**config.mk**
```make
export PLATFORM = sky130hd
export DESIGN_NAME = bus_arbiter
export DESIGN_NICKNAME = d
export VERILOG_FILES = /design/src/rtl/bus_arbiter_pkg.sv /design/src/rtl/bus_arbiter_fairness_counter.sv /design/src/rtl/bus_arbiter.sv
export SDC_FILE = /design/constraint.sdc
export NUM_CORES = 1
export LEC_CHECK = 0
export ABC_CLOCK_PERIOD_IN_PS = 2100
export CAP_MARGIN = 10
export CELL_PAD_IN_SITES_DETAIL_PLACEMENT = 1
export CELL_PAD_IN_SITES_GLOBAL_PLACEMENT = 2
export CORE_MARGIN = 2
export CORE_UTILIZATION = 17
export DETAILED_ROUTE_END_ITERATION = 16
export PLACE_DENSITY_LB_ADDON = 0.15
export SYNTH_ARGS = -nofsm -noshare
export SYNTH_HDL_FRONTEND = slang
export SYNTH_SLANG_ARGS = --single-unit
```
**constraint.sdc**
```tcl
create_clock -name clk -period 2.1 [get_ports clk]
set_input_delay 0.42 -clock clk [delete_from_list [all_inputs] [get_ports clk]]
set_output_delay 0.42 -clock clk [all_outputs]
set_load 0.1 [all_outputs]
```
**src/rtl/bus_arbiter_pkg.sv**
```systemverilog
// Shared definitions for the two-master external bus arbiter:
// FSM state encoding, the "no bytes written" strobe value and the default fairness limit.
package bus_arbiter_pkg;

    typedef enum logic [1:0] {
        IDLE   = 2'd0,
        BUSY_I = 2'd1,
        BUSY_D = 2'd2
    } arb_state_e;

    localparam logic [3:0] STROBE_NONE = 4'h0;

    localparam int DEFAULT_STARVE_LIMIT = 4;

endpackage

```
**src/rtl/bus_arbiter_fairness_counter.sv**
```systemverilog
// Saturating counter of consecutive data grants taken while a fetch was waiting.
// at_limit tells the arbiter it must hand the next contested slot to the fetch port.
// LIMIT must be at least 1.
module arb_fairness_counter #(
    parameter int LIMIT = 4
) (
    input  logic clk,
    input  logic reset,
    input  logic inc,
    input  logic clr,
    output logic at_limit
);

    localparam int W = $clog2(LIMIT + 1);
    localparam logic [W-1:0] LIMIT_W = W'(LIMIT);

    logic [W-1:0] count_q;
    logic [W-1:0] count_d;

    // Clear has priority so a fetch grant always restarts the window; increments stop at LIMIT.
    always_comb begin
        count_d = count_q;
        if (clr) begin
            count_d = '0;
        end else if (inc && (count_q != LIMIT_W)) begin
            count_d = count_q + 1'b1;
        end
    end

    // Count register with synchronous reset.
    always_ff @(posedge clk) begin
        if (reset) begin
            count_q <= '0;
        end else begin
            count_q <= count_d;
        end
    end

    assign at_limit = (count_q == LIMIT_W);

endmodule

```
**src/rtl/bus_arbiter.sv**
```systemverilog
// Registered arbiter between the instruction and data ports and the single external bus.
// A granted request's payload is latched so ext_* stay stable for the whole transaction;
// the slave's ready/read data are steered back combinationally to the granted master only.
module bus_arbiter
    import bus_arbiter_pkg::*;
#(
    parameter int STARVE_LIMIT = DEFAULT_STARVE_LIMIT
) (
    input  logic        clk,
    input  logic        reset,

    input  logic        i_valid,
    input  logic [31:0] i_address,
    output logic        i_ready,
    output logic [31:0] i_read_data,

    input  logic        d_valid,
    input  logic [31:0] d_address,
    input  logic [31:0] d_write_data,
    input  logic [3:0]  d_write_strobe,
    output logic        d_ready,
    output logic [31:0] d_read_data,

    output logic        ext_valid,
    output logic        ext_instruction,
    input  logic        ext_ready,
    output logic [31:0] ext_address,
    output logic [31:0] ext_write_data,
    output logic [3:0]  ext_write_strobe,
    input  logic [31:0] ext_read_data
);

    arb_state_e  state_q;
    logic        extValid_q;
    logic        extInstruction_q;
    logic [31:0] extAddress_q;
    logic [31:0] extWriteData_q;
    logic [3:0]  extWriteStrobe_q;

    logic grantData;
    logic grantInstr;
    logic starveAtLimit;

    // Data wins contested slots until the fetch port has been passed over STARVE_LIMIT times.
    always_comb begin
        grantData  = 1'b0;
        grantInstr = 1'b0;
        if (state_q == IDLE) begin
            if (d_valid && !(i_valid && starveAtLimit)) begin
                grantData = 1'b1;
            end else if (i_valid) begin
                grantInstr = 1'b1;
            end
        end
    end

    arb_fairness_counter #(
        .LIMIT (STARVE_LIMIT)
    ) u_fairness (
        .clk      (clk),
        .reset    (reset),
        .inc      (grantData && i_valid),
        .clr      (grantInstr),
        .at_limit (starveAtLimit)
    );

    // Arbitration FSM; payload is captured on the grant edge and the bus always drops
    // back to IDLE for one cycle after a completion so masters can retire or renew valid.
    always_ff @(posedge clk) begin
        if (reset) begin
            state_q          <= IDLE;
            extValid_q       <= 1'b0;
            extInstruction_q <= 1'b0;
            extAddress_q     <= '0;
            extWriteData_q   <= '0;
            extWriteStrobe_q <= STROBE_NONE;
        end else begin
            case (state_q)
                IDLE: begin
                    if (grantData) begin
                        state_q          <= BUSY_D;
                        extValid_q       <= 1'b1;
                        extInstruction_q <= 1'b0;
                        extAddress_q     <= d_address;
                        extWriteData_q   <= d_write_data;
                        extWriteStrobe_q <= d_write_strobe;
                    end else if (grantInstr) begin
                        // Fetches never write: no store data and an all-zero strobe.
                        state_q          <= BUSY_I;
                        extValid_q       <= 1'b1;
                        extInstruction_q <= 1'b1;
                        extAddress_q     <= i_address;
                        extWriteData_q   <= '0;
                        extWriteStrobe_q <= STROBE_NONE;
                    end
                end
                BUSY_I, BUSY_D: begin
                    if (ext_ready) begin
                        state_q    <= IDLE;
                        extValid_q <= 1'b0;
                    end
                end
                default: begin
                    state_q    <= IDLE;
                    extValid_q <= 1'b0;
                end
            endcase
        end
    end

    // Route the completion to the granted master only; a reset in the same cycle suppresses it.
    always_comb begin
        i_ready     = 1'b0;
        d_ready     = 1'b0;
        i_read_data = '0;
        d_read_data = '0;
        if (!reset && ext_ready) begin
            if (state_q == BUSY_I) begin
                i_ready     = 1'b1;
                i_read_data = ext_read_data;
            end else if (state_q == BUSY_D) begin
                d_ready     = 1'b1;
                d_read_data = ext_read_data;
            end
        end
    end

    assign ext_valid        = extValid_q;
    assign ext_instruction  = extInstruction_q;
    assign ext_address      = extAddress_q;
    assign ext_write_data   = extWriteData_q;
    assign ext_write_strobe = extWriteStrobe_q;

endmodule

```
==> key figures <==
Run status
  – Status: complete, but fails checks
  – Failing checks: setup timing

Die
  – Core Region: 0.02096 mm²
  – Die height: 150.0 µm
  – Boundary Pins: 273
  – Die ar.: 0.02251 mm²
  – Starting density of the core: 17.30%
  – Num rows: 53
  – Die W: 150.0 µm

Logic synthesis
  – Simple-gate share of the synthesized area: 25.91%
  – Adder-Cell Fraction of Synth Area: 1.725%
  – Top-area cell type share of the netlist area: 41.41%
  – Post-synthesis compound-gate area fraction: 23.95%
  – Main combinational cell family by area after synthesis: simple AND/OR/NAND/NOR gates
  – Synth cell types: 34
  – XOR/XNOR Fraction of Synth Area: 0%
  – Post-synth top cells: dfxtp_1 (75), nor2_1 (70), and2_1 (65)
  – Cell area after synthesis: 0.003626 mm²
  – Number of synthesized register bits: 75
  – Syn_nets: 577
  – Gate Count Post-Synth: 435
  – Area contributors post-synth: dfxtp_1 (41%), and2_1 (11%), a32oi_1 (8.7%)
  – Most common cell in the netlist: dfxtp_1
  – Seq/Total Area, Yosys: 41.41%
  – Post-synthesis mux area share: 0%
  – Post-synth EDFFs: 0
  – Ys Warns: 0
  – Post-Syn Area per Cell: 8.336 µm²
  – Biggest area consumer among synthesized cells: dfxtp_1
  – Ys async rst share: 0%
  – Primary FF master, synth: dfxtp_1

Critical path
  – Worst R2R Start: state_q[0]
  – CP startpoint kind: flop
  – CP endpoint kind: output pin
  – Reg2Reg Depth: 9
  – Critical Path Fanout Max: 8
  – Crit path max-delay cell type: dfxtp_2
  – Critical-path cell list: inv_2 > ha_2 > and3b_4 > nor2b_4 > buf_6 > buf_16 > and2_4 > buf_12
  – Worst Path Required: 1.68 ns
  – Crit-path max cell delay: 0.33 ns
  – Setup CP Type: reg2out
  – Bufs and invs on worst path: 4
  – CP top delay family: buffers and inverters
  – Crit path DAT: 1.80 ns
  – Flop2flop setup slack: 0.26 ns
  – FF-to-FF End: ext_address[12]

Power
  – Sw Pwr: 2.327 mW
  – Clock power frac: 30.6%
  – Combinational share of power: 40.4%
  – Switching share of total power: 41.09%
  – Worst vdd ir: 349.9 µV
  – Total power: 5.664 mW
  – Seq pwr share: 28.9%
  – Pint: 3.337 mW
  – Pwr dens: 717.4 mW/mm²
  – P_leak: 3.141 nW

Clock tree
  – Hold-fix buffers at CTS: 0
  – Clock buffer depth: 2
  – Total CTS buffers: 9
  – Clock Sinks: 75
  – Worst skew pair latency: 0.35 ns
  – CTS root buffer: clkbuf_16
  – Worst-path clk slew: 0.06 ns
  – Max H-tree Level: 3
  – CTS tree: yes

Flow run
  – Max-Cap Viols: 0

STA
  – Minimum clock period: 2.224 ns
  – Final hold vios: 0
  – Worst slew margin: 42.83%
  – Pins Over Slew Limit: 0
  – Final setup margin: -0.1241 ns
  – Final setup violation count: 64
  – F_max: 449.6 MHz
  – Least-Margin Pin Slew: 0.8575 ns
  – RSZ-0062 raised after global routing: true
  – Final period util: 105.9%
  – Hold slack: 0.4962 ns
  – Layout Skew: 0.008892 ns

Route
  – Met1 WL: 7346 µm
  – DR iter-0 viols: 119
  – Routed WL per cell: 18.87 µm
  – Drt pass-1 iters: 4
  – Via density: 4.523
  – Met3 routed WL: 1146 µm
  – Residual DRC: 0
  – Final WL: 18470 µm
  – Met2 WL: 9727 µm
  – Post-route ant nets: 0
  – Max layer used: met4
  – Detailed-route via count: 4428

GRT
  – First-pass GRT wire length: 27610 µm
  – Initial antenna violation count: 0
  – Overall routing resource usage: 15.88%
  – Vias in the first global route: 4726
  – Largest net degree at the start of global routing: 74
  – Total grt overflow: 0

Cells and area
  – Final #Nets: 841
  – Finished Core Util: 37.68%
  – Share of cells above drive strength 1: 37.07%
  – N_diodes: 0
  – Area growth, synth to finish: 117.7%

Placement
  – Post-DP HPWL: 13240 µm
  – Gpl congestion: 0.7545
  – PortBufs: 272

Min path
  – Hold Path Class: reg2reg
  – Hold Path End: ext_write_data[7]
  – Hold Startpoint: ext_write_data[7]
  – Hold Path Stages: 2
power by group through the flow:
stage               clock (mW)  combinational (mW)  sequential (mW)
detailed placement           0                2.27             1.67
global placement             0                2.25             1.66
finish                    1.74                2.29             1.64
CTS                       1.82                2.31             1.64
floorplan                    0               0.577             2.60
global route              1.86                2.40             1.66
worst max-delay path by stage:
| stage | from | end | slack (ns) | cells after the start |
|---|---|---|---|---|
| after floorplan | reset | d_read_data[10] | -0.06 | 4 |
| after global placement | ext_ready | d_read_data[31] | -0.15 | 6 |
| after detailed placement | ext_ready | d_read_data[31] | -0.19 | 6 |
| after CTS | state_q[0] | d_read_data[27] | -0.15 | 8 |
| after global routing | state_q[0] | d_read_data[27] | -0.22 | 8 |
| final | state_q[0] | d_read_data[14] | -0.12 | 8 |
worst register-to-register path, cell delays in order, from the launching register on:
cell and delay (ns):
dfxtp_2 0.34, inv_2 0.04, buf_4 0.12, buf_4 0.12, ha_1 0.22, buf_4 0.17
nand2_1 0.10, buf_12 0.21, o21ai_0 0.14, a311oi_1 0.29
placed cells by master, fill, tap and decap left out, types with 2 or more instances in the layout:
cell             synthesis  layout
buf_12                   0      76
a311oi_1                32      32
bufinv_16                0       2
o21ai_0                 36      36
buf_16                   0       3
a21oi_1                  6       6
clkbuf_16                0      10
clkdlybuf4s50_1          0     134
nand2_1                  2       2
ha_1                     5       3
inv_2                    0       2
buf_6                    3       4
a32oi_1                 36      36
dfxtp_1                 75      73
buf_4                    3      81
inv_1                    5       3
nand3_1                 36      35
and2_4                   0      64
nor2_1                  70      70
dfxtp_2                  0       2
clkinv_4                 0       2
flip-flops by register name, summed over array words and instances (netlist names):
name,flops
ext_valid,1
ext_address,32
state_q,2
ext_write_strobe,4
ext_instruction,1
ext_write_data,32
u_fairness.count_q,3
logic make-up (layout without fill, tap and decap cells):
logic type | count (synthesis) | in the layout
buf+inv | 53 | 322
fa+ha+maj | 5 | 5
compound gates | 117 | 117
flops | 75 | 75
simple gates | 185 | 185
stage by stage:
stage                     setup TNS [ns]  instances  instance area [µm²]  setup slack, ns
after floorplan                   -1.637        435                 3765         -0.05583
after detailed placement          -8.997        953                 7343          -0.1921
final                             -4.911        979                 7895          -0.1241
after global placement            -6.867        953                 7343          -0.1501
after CTS                         -6.098        976                 7848          -0.1534
after global routing              -10.21        979                 7895          -0.2191
area by class of cell:
cell class / count / area (µm²)
Multi-Input combinational cell: 307 / 2064
Tap cell: 275 / 344.1
Inverter: 5 / 18.77
Clock buffer: 10 / 229.0
Sequential cell: 75 / 1504
Timing Repair Buffer: 301 / 3637
Clock inverter: 6 / 97.59
Fill cell: 2363 / 13060
layer usage:
metal	vias up	track usage (%)
met4	0	5.094
met5	-	0
met2	147	29.00
li1	2100	-
met1	2170	17.89
met3	11	4.146
repair_timing:
item,in CTS,in global routing
gates resized for setup,40,1
pin swaps,27,11
cloned,3,2
endpoints found under the setup margin,65,65
buffers inserted,4,1
No activity file was read; power rests on OpenSTA's default activity.
==> RTL change 1, RTL diff (config.mk and constraints unchanged) <==
Change the package constant `DEFAULT_STARVE_LIMIT` from 4 to 8.
--- a/src/rtl/bus_arbiter_pkg.sv
+++ b/src/rtl/bus_arbiter_pkg.sv
@@ -12,3 +12,3 @@
 
-    localparam int DEFAULT_STARVE_LIMIT = 4;
+    localparam int DEFAULT_STARVE_LIMIT = 8;
 
Behaviour: same outputs for any inputs over 4 cycles, from zero or initial values and one cycle with reset high; that may be too few to reach the edited logic, so the function may still have changed.
==> RTL change 1 against the unedited design <==
  * The run still ends with setup timing left
  * Via count increased by 0.77%
  * Cell area down 0.13%
  * Critical endpoint is now i_read_data[6]
  * Area after synthesis increased by 1.7%
  * Largest cell class unchanged
  * Clock power is 16% lower
  * Worst setup slack better by 51 ps
  * Sequential cell count increased by 1
  * Largest power group unchanged
  * Count of clock-buffer cells in the layout is the same
  * Routed wire length is 2.7% higher
  * Total power decreased by 4.5%
  * Register-to-register slack gained 30 ps
==> RTL change 1: results (changes against the unedited design) <==
{| class="wikitable"
! Metric !! Value
|-
| Reg-to-Reg End || ext_address[22]$_SDFFE_PP0P_ (was ext_address[12]$_SDFFE_PP0P_)
|-
| Violated checks || setup timing (unchanged)
|-
| Worst Hold Path EP || ext_write_data[15]$_SDFFE_PP0P_ (was ext_write_data[7]$_SDFFE_PP0P_)
|-
| Initial DRC Count || 112 (was 119)
|-
| Clk network pwr share || 0.272 (was 0.306)
|-
| Post-detailed-route wirelength per cell || 19.2 µm (was 18.9 µm)
|-
| Cell count after placement || 961 (was 953)
|-
| Sequential share of the synthesized area || 0.413 (was 0.414)
|-
| Setup slack after layout || -73.2 ps (was -124 ps)
|-
| Met3 Routed Length || 1.44 mm (was 1.15 mm)
|-
| Largest net degree at the start of global routing || 59 (was 74)
|-
| Beginning of the worst hold path || ext_write_data[15]$_SDFFE_PP0P_ (was ext_write_data[7]$_SDFFE_PP0P_)
|-
| Mean post-synth cell area || 8.34 µm² (about the same)
|-
| Number of nets in the finished design || 849 (was 841)
|-
| Run status || complete, but fails checks (unchanged)
|-
| Total negative slack || -2700 ps (was -4910 ps)
|-
| Cell family with the largest share of critical-path delay || simple AND/OR/NAND/NOR gates (was buffers and inverters)
|-
| Met2 WL || 9.42 mm (was 9.73 mm)
|-
| Placed instance area || 7370 µm² (was 7340 µm²)
|-
| Number of global-route vias before repair || 4719 (was 4726)
|-
| Final non-filler cell total || 986 (was 979)
|-
| First-pass GRT wire length || 28.3 mm (was 27.6 mm)
|-
| Filler cells || 2388 (was 2363)
|-
| Arrival time at the worst endpoint || 1750 ps (was 1800 ps)
|-
| Largest cells by area after synthesis || sky130_fd_sc_hd__dfxtp_1, sky130_fd_sc_hd__and2_1, sky130_fd_sc_hd__a32oi_1 (unchanged)
|-
| LEAKAGE || 3.12 nW (was 3.14 nW)
|-
| GR Util met3 || 0.0473 (was 0.0415)
|-
| Maximum single-stage delay on the critical path || 350 ps (was 330 ps)
|-
| Seq pwr share || 0.307 (was 0.289)
|-
| Final setup violation count || 64 (unchanged)
|-
| Fraction of final layout cells sized beyond drive strength 1 || 0.367 (was 0.371)
|-
| Sw power || 2.30 mW (was 2.33 mW)
|-
| Largest vdd supply drop || 345 µV (was 350 µV)
|-
| Maximum fanout along the worst path || 6 (was 8)
|-
| Most instantiated cells after synthesis || sky130_fd_sc_hd__dfxtp_1, sky130_fd_sc_hd__nor2_1, sky130_fd_sc_hd__and2_1, sky130_fd_sc_hd__a32oi_1, sky130_fd_sc_hd__nand3_1 (was sky130_fd_sc_hd__dfxtp_1, sky130_fd_sc_hd__nor2_1, sky130_fd_sc_hd__and2_1)
|-
| Setup WS pre-CTS || -156 ps (was -192 ps)
|-
| Half-perimeter wire length of the detailed placement result || 13.7 mm (was 13.2 mm)
|-
| Clk_skew || 7.02 ps (was 8.89 ps)
|-
| Number of nets produced by synthesis || 584 (was 577)
|-
| Minimum setup slack among reg-to-reg paths || 290 ps (was 260 ps)
|}
==> RTL change 1: changes by cell type in the layout (fill, tap and decap cells not counted), moves of 2 or more <==
| cell | unedited run | this run |
|---|---|---|
| sky130_fd_sc_hd__clkinvlp_4 | 0 | 2 |
| sky130_fd_sc_hd__nand2_1 | 2 | 5 |
| sky130_fd_sc_hd__o21ai_0 | 36 | 33 |
| sky130_fd_sc_hd__o21ai_1 | 0 | 2 |
| sky130_fd_sc_hd__buf_4 | 81 | 84 |
| sky130_fd_sc_hd__bufinv_16 | 2 | 0 |
| sky130_fd_sc_hd__nor2b_1 | 1 | 3 |
| sky130_fd_sc_hd__nand4_1 | 1 | 4 |
==> RTL change 1: how the worst max path moves through the flow <==
stage	slack (ps)	endpoint	depth (start not counted)
5_1_grt	-140	d_read_data[10]	7
6_report	-70	i_read_data[6]	6
2_1_floorplan	-120	d_read_data[10]	5
4_1_cts	-150	d_read_data[20]	8
3_5_place_dp	-160	d_read_data[31]	6
3_3_place_gp	-130	d_read_data[0]	6
==> RTL change 1: repair_timing <==
item	CTS	global route
hold buffers	0	0
pin swaps	16	5
resized for setup	48	1
buffers inserted	6	1
gates cloned	5	1
setup endpoints to repair	65	65
==> RTL change 1: layout make-up <==
cell class	instances	area, µm²	share of cell area
Inverter	5	18.8	0.00238
Tap cell	275	344	0.0436
Timing Repair Buffer	303	3630	0.460
Clock buffer	10	239	0.0303
Sequential cell	76	1520	0.193
Clock inverter	5	37.5	0.00476
Multi-Input combinational cell	312	2090	0.266
==> RTL change 1: logic make-up after synthesis <==
group	synth area share
fa+ha+maj	0.0170
buf+inv	0.0726
flops	0.413
compound gates	0.227
simple gates	0.270
==> RTL change 2, RTL diff (same settings) <==
Without the edit above. Encoding of `arb_state_e`: now one-hot (3 bits for 3 states).
--- a/src/rtl/bus_arbiter_pkg.sv
+++ b/src/rtl/bus_arbiter_pkg.sv
@@ -4,6 +4,6 @@
 
-    typedef enum logic [1:0] {
-        IDLE   = 2'd0,
-        BUSY_I = 2'd1,
-        BUSY_D = 2'd2
+    typedef enum logic [2:0] {
+        IDLE   = 3'b001,
+        BUSY_I = 3'b010,
+        BUSY_D = 3'b100
     } arb_state_e;
Behaviour: no difference found for any inputs over 4 cycles, from zero or initial values and one cycle with reset high; so few cycles prove little.
==> RTL change 2 against the unedited design <==
  * The run still ends with setup timing left
  * Cell area rose by 6.0%
  * Area after synthesis rose by 14%
  * Hold slack got worse by 20 ps
  * Sequential share of layout area shrank 0.85 points
  * Routed wire length rose by 9.2%
  * Sequential cell count up 1
  * Total power fell by 1.4%
  * Critical path depth is 2 lower
  * Worst setup slack got worse by 76 ps
  * Count of clock-buffer cells in the layout unchanged
  * Largest cell class unchanged
==> RTL change 2: results (changes against the unedited design) <==
{| class="wikitable"
! Metric !! Value
|-
| Run status || complete, but fails checks (unchanged)
|-
| Violated checks || setup timing (unchanged)
|-
| Met2 WL || 9.67 mm (was 9.73 mm)
|-
| Sequential share of the synthesized area || 0.368 (was 0.414)
|-
| Final setup violation count || 66 (was 64)
|-
| Starting density of the core || 0.172 (was 0.173)
|-
| Arrival time at the worst endpoint || 1880 ps (was 1800 ps)
|-
| Cell count after placement || 1048 (was 953)
|-
| LEAKAGE || 3.13 nW (was 3.14 nW)
|-
| Number of global-route vias before repair || 5194 (was 4726)
|-
| Count of vias placed by the detailed router || 4929 (was 4428)
|-
| Slowest cell on the critical path || sky130_fd_sc_hd__or3b_4 (was sky130_fd_sc_hd__dfxtp_2)
|-
| Largest net degree at the start of global routing || 77 (was 74)
|-
| Gr usage total || 0.155 (was 0.159)
|-
| Initial DRC Count || 158 (was 119)
|-
| Beginning of the worst hold path || ext_write_data[24]$_SDFFE_PP0P_ (was ext_write_data[7]$_SDFFE_PP0P_)
|-
| Most instantiated cells after synthesis || sky130_fd_sc_hd__dfxtp_1, sky130_fd_sc_hd__a21oi_1, sky130_fd_sc_hd__and2_1, sky130_fd_sc_hd__o21ai_0, sky130_fd_sc_hd__nand3_1 (was sky130_fd_sc_hd__dfxtp_1, sky130_fd_sc_hd__nor2_1, sky130_fd_sc_hd__and2_1)
|-
| Worst setup startpoint || state_q[0]$_SDFFE_PP1P_ (was state_q[0]$_SDFFE_PP0P_)
|-
| Fraction of final layout cells sized beyond drive strength 1 || 0.378 (was 0.371)
|-
| Setup slack after layout || -201 ps (was -124 ps)
|-
| Reg2Reg Launch Point || state_q[2]$_SDFFE_PP0P_ (was state_q[0]$_SDFFE_PP0P_)
|-
| Maximum fanout along the worst path || 9 (was 8)
|-
| Placer's final routability congestion estimate || 0.782 (was 0.755)
|-
| Largest vdd supply drop || 362 µV (was 350 µV)
|-
| Setup WS pre-CTS || -507 ps (was -192 ps)
|-
| Mean post-synth cell area || 8.58 µm² (was 8.34 µm²)
|-
| Number of nets produced by synthesis || 621 (was 577)
|-
| First-pass GRT wire length || 31.4 mm (was 27.6 mm)
|-
| Clk_skew || 7.37 ps (was 8.89 ps)
|-
| Half-perimeter wire length of the detailed placement result || 14.2 mm (was 13.2 mm)
|}
[RTL change 2: timing repair]
action / in CTS / in global routing
setup endpoints to repair: 66 / 66
buffers inserted: 4 / 0
pin swaps: 17 / 15
cloned: 3 / 0
resized for setup: 14 / 0
[RTL change 2: metrics by stage]
stage,cell area [µm²],setup TNS [ps]
6_report,8370,-11730
3_3_place_gp,7940,-26710
3_5_place_dp,7940,-30490
4_1_cts,8370,-14480
2_1_floorplan,4310,-1890
5_1_grt,8370,-18200
[RTL change 2: cell families after synthesis]
group / count (synthesis) / share of synthesized area
AND/OR/NAND/NOR: 192 / 0.321
AO/OA/AOI/OAI: 150 / 0.222
buffers and inverters: 62 / 0.0823
adder cells (fa/ha/maj): 2 / 0.00605
flip-flops: 76 / 0.368
[RTL change 2: worst paths after layout]
kind	to	slack, ps	depth (start not counted)
setup / recovery	i_read_data[28]	-200	6
hold / removal	ext_write_data[24]$_SDFFE_PP0P_	480	2
hold reg to reg	ext_write_data[24]$_SDFFE_PP0P_	480	2
setup reg to reg	ext_address[31]$_SDFFE_PP0P_	280	5
[RTL change 2: worst max-delay path, delay by kind of cell, from the launching register on]
kind	cells	cell delay (ps)
buf+inv	3	450
flops	1	320
simple gates	3	760
[RTL change 2: power breakdown]
| part | internal [mW] | total, mW | switching, mW |
|---|---|---|---|
| registers | 1.59 | 1.67 | 0.0804 |
| clock network | 0.922 | 1.58 | 0.659 |
| logic | 0.717 | 2.34 | 1.62 |
[RTL change 2: final cells by class]
class                   count  area [µm²]
repair buffers            309        3680
inverters                   2        7.51
flip-flops and latches     76        1520
well taps                 324         405
clock buffers              10         229
fillers                  2725       15700
multi-input cells         344        2460
clock inverters             6        63.8
[RTL change 2: per-layer routing]
layer / track usage / vias to the layer above
li1: - / 2298
met1: 0.200 / 2434
met2: 0.258 / 188
met3: 0.0436 / 9
met4: 0.0344 / 0
met5: 0 / -
